$ cat src/rtl/adc_sequencer_pkg.sv
// Shared types and constants for the ADC scan sequencer.
package adc_sequencer_pkg;

    localparam int CHAN_W            = 5;
    localparam int DATA_W            = 12;
    localparam int MAX_CHANNELS      = 32;

    localparam int DEF_NUM_CHANNELS  = 32;
    localparam int DEF_SETTLE_CYCLES = 16;
    localparam int DEF_AVG_LOG2      = 2;
    localparam int DEF_TIMEOUT       = 1023;

    typedef enum logic [2:0] {
        ST_IDLE,
        ST_SEARCH,
        ST_SETTLE,
        ST_CONVERT,
        ST_WAIT,
        ST_EMIT
    } seq_state_t;

    // Mask of channels that physically exist; higher mask bits are ignored.
    function automatic logic [MAX_CHANNELS-1:0] valid_bits(input int n);
        logic [MAX_CHANNELS-1:0] m;
        m = '0;
        for (int i = 0; i < MAX_CHANNELS; i++) begin
            if (i < n) m[i] = 1'b1;
        end
        return m;
    endfunction

endpackage

$ cat src/rtl/adc_seq_accum.sv
// Sample counter and accumulator for one channel visit; avg is the truncated mean.
// Latency: clr/add take effect on the next clock; avg and count_done are combinational views of state.
// Backpressure: none, the sequencer FSM alone decides when to add or clear.
module adc_seq_accum
    import adc_sequencer_pkg::*;
#(
    parameter int AVG_LOG2 = DEF_AVG_LOG2
) (
    input  logic              wb_clk_i,
    input  logic              wb_rst_n_i,
    input  logic              clr,
    input  logic              add,
    input  logic [DATA_W-1:0] data,
    output logic              count_done,
    output logic [DATA_W-1:0] avg
);

    localparam int ACC_W = DATA_W + AVG_LOG2;
    localparam int CNT_W = AVG_LOG2 + 1;
    localparam logic [CNT_W-1:0] LAST_SAMPLE = CNT_W'((1 << AVG_LOG2) - 1);
    localparam logic [CNT_W-1:0] CNT_ONE     = CNT_W'(1);

    logic [ACC_W-1:0] acc;
    logic [CNT_W-1:0] cnt;

    always_ff @(posedge wb_clk_i or negedge wb_rst_n_i) begin
        if (!wb_rst_n_i) begin
            acc <= '0;
            cnt <= '0;
        end else if (clr) begin
            acc <= '0;
            cnt <= '0;
        end else if (add) begin
            acc <= acc + ACC_W'(data);
            cnt <= cnt + CNT_ONE;
        end
    end

    // High while the sample being added now is the last of the set.
    assign count_done = (cnt == LAST_SAMPLE);
    assign avg        = acc[ACC_W-1 -: DATA_W];

endmodule

$ cat src/rtl/adc_sequencer.sv
// Round-robin ADC scan: select, settle, start/wait per conversion, average, one result strobe per channel visit.
// Latency: adc_strb one cycle after the final adc_done_i; strobes are at least SETTLE_CYCLES+4 cycles apart.
// Backpressure: none; consumers must take each strobe, run=0 stops after the channel in progress.
module adc_sequencer
    import adc_sequencer_pkg::*;
#(
    parameter int NUM_CHANNELS  = DEF_NUM_CHANNELS,
    parameter int SETTLE_CYCLES = DEF_SETTLE_CYCLES,
    parameter int AVG_LOG2      = DEF_AVG_LOG2,
    parameter int TIMEOUT       = DEF_TIMEOUT
) (
    input  logic                    wb_clk_i,
    input  logic                    wb_rst_n_i,
    input  logic                    run,
    input  logic [MAX_CHANNELS-1:0] chan_mask,
    output logic [CHAN_W-1:0]       adc_chsel_o,
    output logic                    adc_start_o,
    input  logic                    adc_done_i,
    input  logic [DATA_W-1:0]       adc_data_i,
    output logic                    adc_strb,
    output logic [CHAN_W-1:0]       adc_channel,
    output logic [DATA_W-1:0]       adc_result,
    output logic                    conv_timeout,
    output logic                    seq_busy
);

    localparam logic [MAX_CHANNELS-1:0] VALID_MASK = valid_bits(NUM_CHANNELS);
    localparam logic [CHAN_W-1:0] LAST_CH     = CHAN_W'(NUM_CHANNELS - 1);
    localparam logic [CHAN_W-1:0] CH_ONE      = CHAN_W'(1);
    localparam logic [7:0]        SETTLE_LAST = 8'(SETTLE_CYCLES - 1);
    localparam logic [15:0]       TMO_LIMIT   = 16'(TIMEOUT);

    seq_state_t        state, state_nxt;
    logic [CHAN_W-1:0] chsel, chsel_nxt;
    logic [CHAN_W-1:0] ptr, ptr_nxt;
    logic [CHAN_W-1:0] scnt, scnt_nxt;
    logic [7:0]        settle_cnt, settle_nxt;
    logic [15:0]       tmo_cnt, tmo_nxt;
    logic [CHAN_W-1:0] chan_q;
    logic [DATA_W-1:0] result_q;

    logic              acc_clr;
    logic              acc_add;
    logic              acc_done;
    logic [DATA_W-1:0] acc_avg;

    function automatic logic [CHAN_W-1:0] next_ch(input logic [CHAN_W-1:0] c);
        return (c == LAST_CH) ? '0 : c + CH_ONE;
    endfunction

    adc_seq_accum #(
        .AVG_LOG2   (AVG_LOG2)
    ) u_accum (
        .wb_clk_i   (wb_clk_i),
        .wb_rst_n_i (wb_rst_n_i),
        .clr        (acc_clr),
        .add        (acc_add),
        .data       (adc_data_i),
        .count_done (acc_done),
        .avg        (acc_avg)
    );

    always_ff @(posedge wb_clk_i or negedge wb_rst_n_i) begin
        if (!wb_rst_n_i) begin
            state      <= ST_IDLE;
            chsel      <= '0;
            ptr        <= '0;
            scnt       <= '0;
            settle_cnt <= '0;
            tmo_cnt    <= '0;
            chan_q     <= '0;
            result_q   <= '0;
        end else begin
            state      <= state_nxt;
            chsel      <= chsel_nxt;
            ptr        <= ptr_nxt;
            scnt       <= scnt_nxt;
            settle_cnt <= settle_nxt;
            tmo_cnt    <= tmo_nxt;
            if (state == ST_EMIT) begin
                chan_q   <= chsel;
                result_q <= acc_avg;
            end
        end
    end

    always_comb begin
        state_nxt    = state;
        chsel_nxt    = chsel;
        ptr_nxt      = ptr;
        scnt_nxt     = scnt;
        settle_nxt   = settle_cnt;
        tmo_nxt      = tmo_cnt;
        acc_clr      = 1'b0;
        acc_add      = 1'b0;
        adc_start_o  = 1'b0;
        conv_timeout = 1'b0;
        adc_strb     = 1'b0;

        case (state)
            ST_IDLE: begin
                if (run && |(chan_mask & VALID_MASK)) begin
                    state_nxt = ST_SEARCH;
                    ptr_nxt   = next_ch(chsel);
                    scnt_nxt  = '0;
                end
            end
            ST_SEARCH: begin
                // One channel per cycle; NUM_CHANNELS misses means the mask emptied.
                if (chan_mask[ptr]) begin
                    chsel_nxt  = ptr;
                    acc_clr    = 1'b1;
                    settle_nxt = '0;
                    state_nxt  = ST_SETTLE;
                end else if (scnt == LAST_CH) begin
                    state_nxt = ST_IDLE;
                end else begin
                    ptr_nxt  = next_ch(ptr);
                    scnt_nxt = scnt + CH_ONE;
                end
            end
            ST_SETTLE: begin
                if (settle_cnt == SETTLE_LAST) begin
                    state_nxt = ST_CONVERT;
                end else begin
                    settle_nxt = settle_cnt + 8'd1;
                end
            end
            ST_CONVERT: begin
                adc_start_o = 1'b1;
                tmo_nxt     = 16'd1;
                state_nxt   = ST_WAIT;
            end
            ST_WAIT: begin
                if (adc_done_i) begin
                    acc_add   = 1'b1;
                    state_nxt = acc_done ? ST_EMIT : ST_CONVERT;
                end else if (tmo_cnt == TMO_LIMIT) begin
                    conv_timeout = 1'b1;
                    acc_clr      = 1'b1;
                    state_nxt    = run ? ST_SEARCH : ST_IDLE;
                    ptr_nxt      = next_ch(chsel);
                    scnt_nxt     = '0;
                end else begin
                    tmo_nxt = tmo_cnt + 16'd1;
                end
            end
            ST_EMIT: begin
                adc_strb  = 1'b1;
                state_nxt = run ? ST_SEARCH : ST_IDLE;
                ptr_nxt   = next_ch(chsel);
                scnt_nxt  = '0;
            end
            default: state_nxt = ST_IDLE;
        endcase
    end

    // The fresh average is shown during the strobe cycle, then held in result_q.
    assign adc_chsel_o = chsel;
    assign adc_channel = (state == ST_EMIT) ? chsel   : chan_q;
    assign adc_result  = (state == ST_EMIT) ? acc_avg : result_q;
    assign seq_busy    = (state != ST_IDLE);

endmodule

$ cat config.mk
export PLATFORM = sky130hd
export DESIGN_NAME = adc_sequencer
export DESIGN_NICKNAME = d
export VERILOG_FILES = /design/src/rtl/adc_sequencer_pkg.sv /design/src/rtl/adc_seq_accum.sv /design/src/rtl/adc_sequencer.sv
export SDC_FILE = /design/constraint.sdc
export NUM_CORES = 1
export LEC_CHECK = 0
export ABC_AREA = 1
export CAP_MARGIN = 30
export CORE_MARGIN = 1.5
export CORE_UTILIZATION = 55
export CTS_BUF_LIST = sky130_fd_sc_hd__clkbuf_16
export CTS_CLUSTER_SIZE = 20
export DETAILED_ROUTE_END_ITERATION = 8
export PLACE_DENSITY_LB_ADDON = 0.3
export SYNTH_ARGS = -nofsm -noshare
export SYNTH_HDL_FRONTEND = slang
export SYNTH_SLANG_ARGS = --single-unit
$ cat constraint.sdc
create_clock -name wb_clk_i -period 2.2 [get_ports wb_clk_i]
set_clock_uncertainty 0.05 [all_clocks]
set_input_delay 0.66 -clock wb_clk_i [delete_from_list [all_inputs] [get_ports wb_clk_i]]
set_output_delay 0.66 -clock wb_clk_i [all_outputs]
set_load 0.01 [all_outputs]
======== Word level (Yosys, flattened, before mapping) ========
Cells that the tools add are included.
word-level totals
  register bits after elaboration ......... 76
  input bits .............................. 48
  output and inout bits ................... 26
  logic and storage cells ................. 99
operators by class
  add/subtract/negate cells ............... 7
  $lt $le $gt $ge ......................... 1
  eq/ne operators ......................... 22
  mux-type cells .......................... 46
  reduce and logical (&&, ||, !) cells .... 13
operators with widths
  cell                                                                          number
  5-bit 2-to-1 mux                                                              13
  5-bit one-hot mux with 4 select lines                                         2
  16-bit 2-to-1 mux                                                             2
  16-bit one-hot mux with 2 select lines                                        1
  32-bit OR reduction                                                           1
  14-bit 2-to-1 mux                                                             2
  3-bit 2-to-1 mux                                                              9
  2-bit != test, second input constant                                          9
  3-bit one-hot mux with 6 select lines                                         1
  16-bit by 1-bit adder with 16-bit output, second input constant               1
  16-bit by 10-bit equality test with 1-bit output, second input constant       1
  8-bit 2-to-1 mux                                                              2
  8-bit one-hot mux with 2 select lines                                         1
  5-bit by 1-bit adder with 5-bit output, second input constant                 3
  5-bit equality test, second input constant                                    3
  14-bit by 12-bit adder with 14-bit output                                     1
  12-bit 2-to-1 mux                                                             1
  1-bit 2-to-1 mux                                                              10
  3-bit by 2-bit equality test with 1-bit output, second input constant         3
  8-bit by 1-bit adder with 8-bit output, second input constant                 1
  8-bit by 4-bit equality test with 1-bit output, second input constant         1
  3-bit equality test, second input constant                                    2
  5-bit by 6-bit less-than comparator with 1-bit output, second input constant  1
  3-bit != test, second input constant                                          2
  13 further kinds                                                              16

======== Logic depth before layout (Yosys ltp) ========
  depth in word-level cells ............... 5
  gate-level depth with buffers ........... 14
  mapped depth without buffers ............ 14

======== By module ========
Synthesis repeated with hierarchy kept, for this count alone.
second synthesis, totals
  cell total of the unflattened synthesis .. 753
  area, all modules ....................... 5232.5 µm²
modules (own cells, without submodules)
  module         times used  cells an instance  area each (µm²)  sequential area each (µm²)
  adc_sequencer  1           527                3717.3           1476.4
  adc_seq_accum  1           226                1515.2           425.4

======== Worst setup path after synthesis ========
OpenSTA, ideal clock, no wires.
  path kind ............................... input to register
  start point ............................. in adc_data_i[0]
  end point ............................... reg u_accum.acc[10]
  setup time .............................. 0.119 ns
  arrival ................................. 1.987 ns
  data required time ...................... 2.031 ns
  path slack .............................. 0.044 ns
  stages on the path ...................... 13
  buffers on the path ..................... 0
  path through ............................ ha_1 inv_1 fa_1 inv_1 nand3_1 nand2_1 nand3_1 nand2_1 nand2_1 nand2_1 nand2_1 a21oi_1 nor2_1
on the way
  cells in the longest elaborated chain, start to end .. 3
RTL lines
  element                                    line                 text
  start: declaration                         adc_sequencer.sv:19  input logic [DATA_W-1:0] adc_data_i,
  14-bit by 12-bit adder with 14-bit output  adc_seq_accum.sv:34  acc <= acc + ACC_W'(data);
  14-bit 2-to-1 mux                          adc_seq_accum.sv:33  end else if (add) begin
  14-bit 2-to-1 mux                          adc_seq_accum.sv:30  end else if (clr) begin
  end signal: assignment                     adc_seq_accum.sv:34
  end: declaration                           adc_seq_accum.sv:23  logic [ACC_W-1:0] acc;
No other way between the ends. The select of a mux whose other input is x is not followed.
A chain may end at the register's enable or synchronous reset.

======== Worst setup path in the final report ========
  start point ............................. reg state[1]
  end point ............................... out adc_channel[2]
on the way
  cells in the longest elaborated chain, start to end .. 2
RTL lines
  element                   line                  text
  start: declaration        adc_sequencer.sv:33   seq_state_t state, state_nxt;
  start signal: assignment  adc_sequencer.sv:74   state <= state_nxt;
  3-bit equality test       adc_sequencer.sv:160  assign adc_channel = (state == ST_EMIT) ? chsel : chan_q;
  5-bit 2-to-1 mux          adc_sequencer.sv:160
  end: declaration          adc_sequencer.sv:21   output logic [CHAN_W-1:0] adc_channel,
No other way between the ends.

==> impl_metrics.ini <==
[synthesis]
synth_area_per_cell_um2 = 7.131
ys.flop_type = dfrtp_1
synth_edf_count = 0
synth-async-reset-ratio = 1.000
synth.distinct_cells = 42
syn_nets = 787
synth-seq-cells = 76
syn-cell-area_um2 = 5106
ys_warn_count = 0
synthCells = 716
synth-seq-area-share = 0.3725

[final_layout]
antenna_cells = 0
final_area_um2 = 7107
mostFrequentLayoutCells = 198 x nand2_1, 78 x inv_1, 76 x dfrtp_1
layout-drive-gt1-share = 0.2382
nets = 936
syn_to_final_growth_pct = 39.18
fill_cells = 533
post-route-util = 0.8032
layout_commonest_cell = nand2_1

[clock_network]
clk_pin_slew_ns = 0.06
cts_buffers = 9
cts_max_path_buffers = 2
holdBufCountCts = 0
cts_tree = built
clk_latency_ns = 0.33
cts_sinks = 76
cts_htree_levels = 3
cts_root_buffer = clkbuf_16

[detailed_routing]
ant_nets = 0
first_pass_iters = 5
drt_iter0_drc = 400
wl_per_cell_um = 16.66
via_per_inst = 5.822
routed_wl_mm = 16.28
via_count = 5688
drc = 0

[sta]
fmax_mhz = 442.0
final.setup.worst_slack_ns = -0.06253
hold_slack_ns = 0.2899
min_period_ns = 2.263
rsz0062_at_grt = true
worstMarginPinSlew_ns = 0.4326
drv_slew = 0
tns_ns = -0.1203
hold_viol_final = 0
slew-limit-headroom = 0.7116
min_period_over_period = 1.028
setup_violations = 6

[global_route]
grt_pass1_vias = 5381
grt_max_degree = 77
grt_usage = 0.3030
overflow = 0
grt_first_pass_wirelength_mm = 24.23
antenna_found_initial = 0

[placed_design]
hpwl_mm = 10.22
gp_congestion = 0.9031
placed_area_um2 = 6410
io_buffers = 73

[setup_path]
required_ns = 1.49
path_class = flop to primary output
crit_path_end_kind = primary output
worstPathArrival_ns = 1.55
start_kind = flop
reg2reg_setup_slack_ns = 0.13
critPathMaxFanout = 5

[power_and_ir_drop]
p_switching_mw = 3.468
sw_frac_of_total = 0.4344
vdd_ir_drop_max_mv = 0.5617
power_density_nw_per_um2 = 1123
share_comb_of_total_power = 0.545
clkPwrFrac = 0.200
intPower_mw = 4.516
p_leak_nw = 3.553
pwr-share-seq = 0.255

[min_path]
min_path_type = input port to async pin

[die]
die_height_um = 99.36
floorplan.rows = 34
io_pins = 74
coreArea_um2 = 8848
die_w_um = 99.36
start_util = 0.5771
die_area_um2 = 9871

[outcome]
violations = setup timing
status = finished, violations left

[job]
drv_cap = 0
-- critical path, stage by stage (launching register included) --
cell and delay [ns]:
dfrtp_1 0.40, inv_2 0.09, nand3_4 0.13, buf_12 0.19, buf_8 0.14, nand2_2 0.08
nand2_2 0.08, buf_6 0.13
-- sequential cells by signal (all words and copies together), names as in the netlist --
register,flops
result_q,12
scnt,5
settle_cnt,8
ptr,5
u_accum.acc,14
chan_q,5
u_accum.cnt,3
state,3
adc_chsel_o,5
tmo_cnt,16
-- power groups by stage --
stage	registers, mW	clock network [mW]	logic (mW)
after floorplan	1.96	0	2.33
final	2.03	1.60	4.35
after global placement	1.97	0	3.59
after CTS	1.98	1.59	3.77
after detailed placement	1.99	0	3.74
after global routing	2.07	1.65	4.70
-- metrics by stage --
step           setup WS [ns]  total power, mW  instances
6_report            -0.06253            7.984        977
5_1_grt              -0.1213            8.423        977
4_1_cts            -0.001736            7.344        968
3_5_place_dp         -0.4792            5.730        950
3_3_place_gp         -0.4306            5.568        950
2_1_floorplan        0.04400            4.285        716
-- worst paths after layout --
check / startpoint / to / cells after the start
min: wb_rst_n_i / u_accum.acc[3] / 2
min in group wb_clk_i: result_q[9] / result_q[9] / 2
max reg2reg: state[1] / tmo_cnt[2] / 12
max in group asynchronous: wb_rst_n_i / tmo_cnt[2] / 2
min reg2reg: result_q[9] / result_q[9] / 2
max: state[1] / adc_channel[2] / 7
-- cells by family after synthesis --
group | Yosys count | synth area share
AOI/OAI and AO/OA | 75 | 0.08405
xor gates and xnor gates | 16 | 0.02744
adders and majority gates | 23 | 0.05783
buffers and inverters | 106 | 0.09140
and+or+nand+nor | 420 | 0.3668
DFF | 76 | 0.3725
-- Yosys cell counts (2+ instances only) --
master,n,area [um^2]
dfrtp_1,76,1902
nor2_2,5,31.28
o21ai_2,4,35.03
nor3_2,2,20.02
a21oi_1,15,75.07
nand2_4,2,22.52
nor2_1,63,236.5
nand2_2,7,43.79
buf_6,6,67.56
clkinv_1,2,7.510
nor4_1,2,12.51
nor2_4,4,45.04
nand2_1,220,825.8
o22ai_1,3,18.77
clkbuf_1,2,7.510
nand3_2,2,20.02
inv_2,8,30.03
nand3b_1,2,15.01
o31ai_1,5,37.54
nor3_1,13,65.06
xnor2_1,5,43.79
inv_1,79,296.5
buf_2,7,35.03
nand4_1,13,81.33
nand3_1,77,385.4
or2_2,4,25.02
o21ai_0,34,170.2
xor2_1,11,96.34
ha_1,22,275.3
o21ai_1,8,40.04
o21bai_1,2,15.01
-- routing by layer --
layer / wire length (um) / share of wire / global-route usage / vias up
li1: - / - / - / 2609
met1: 6261 / 0.38 / 0.3700 / 2711
met2: 8227 / 0.51 / 0.5469 / 307
met3: 1283 / 0.079 / 0.03865 / 61
met4: 503 / 0.031 / 0.1138 / 0
met5: 0 / 0 / 0 / -
-- what timing repair did --
action,in CTS,in global routing
pin swaps,3,16
resized for setup,97,80
gates cloned,1,1
buffers inserted,2,8
setup endpoints to repair,25,29
-- final cells by class --
type | instances | area, um^2 | area share
clock buffers | 9 | 225.2 | 0.03169
clock inverters | 6 | 88.84 | 0.01250
inverters | 89 | 346.6 | 0.04877
multi-input cells | 534 | 3000 | 0.4222
flip-flops and latches | 76 | 1902 | 0.2676
well taps | 108 | 135.1 | 0.01901
repair buffers | 155 | 1409 | 0.1982
Power figures use the tool's default switching activity.
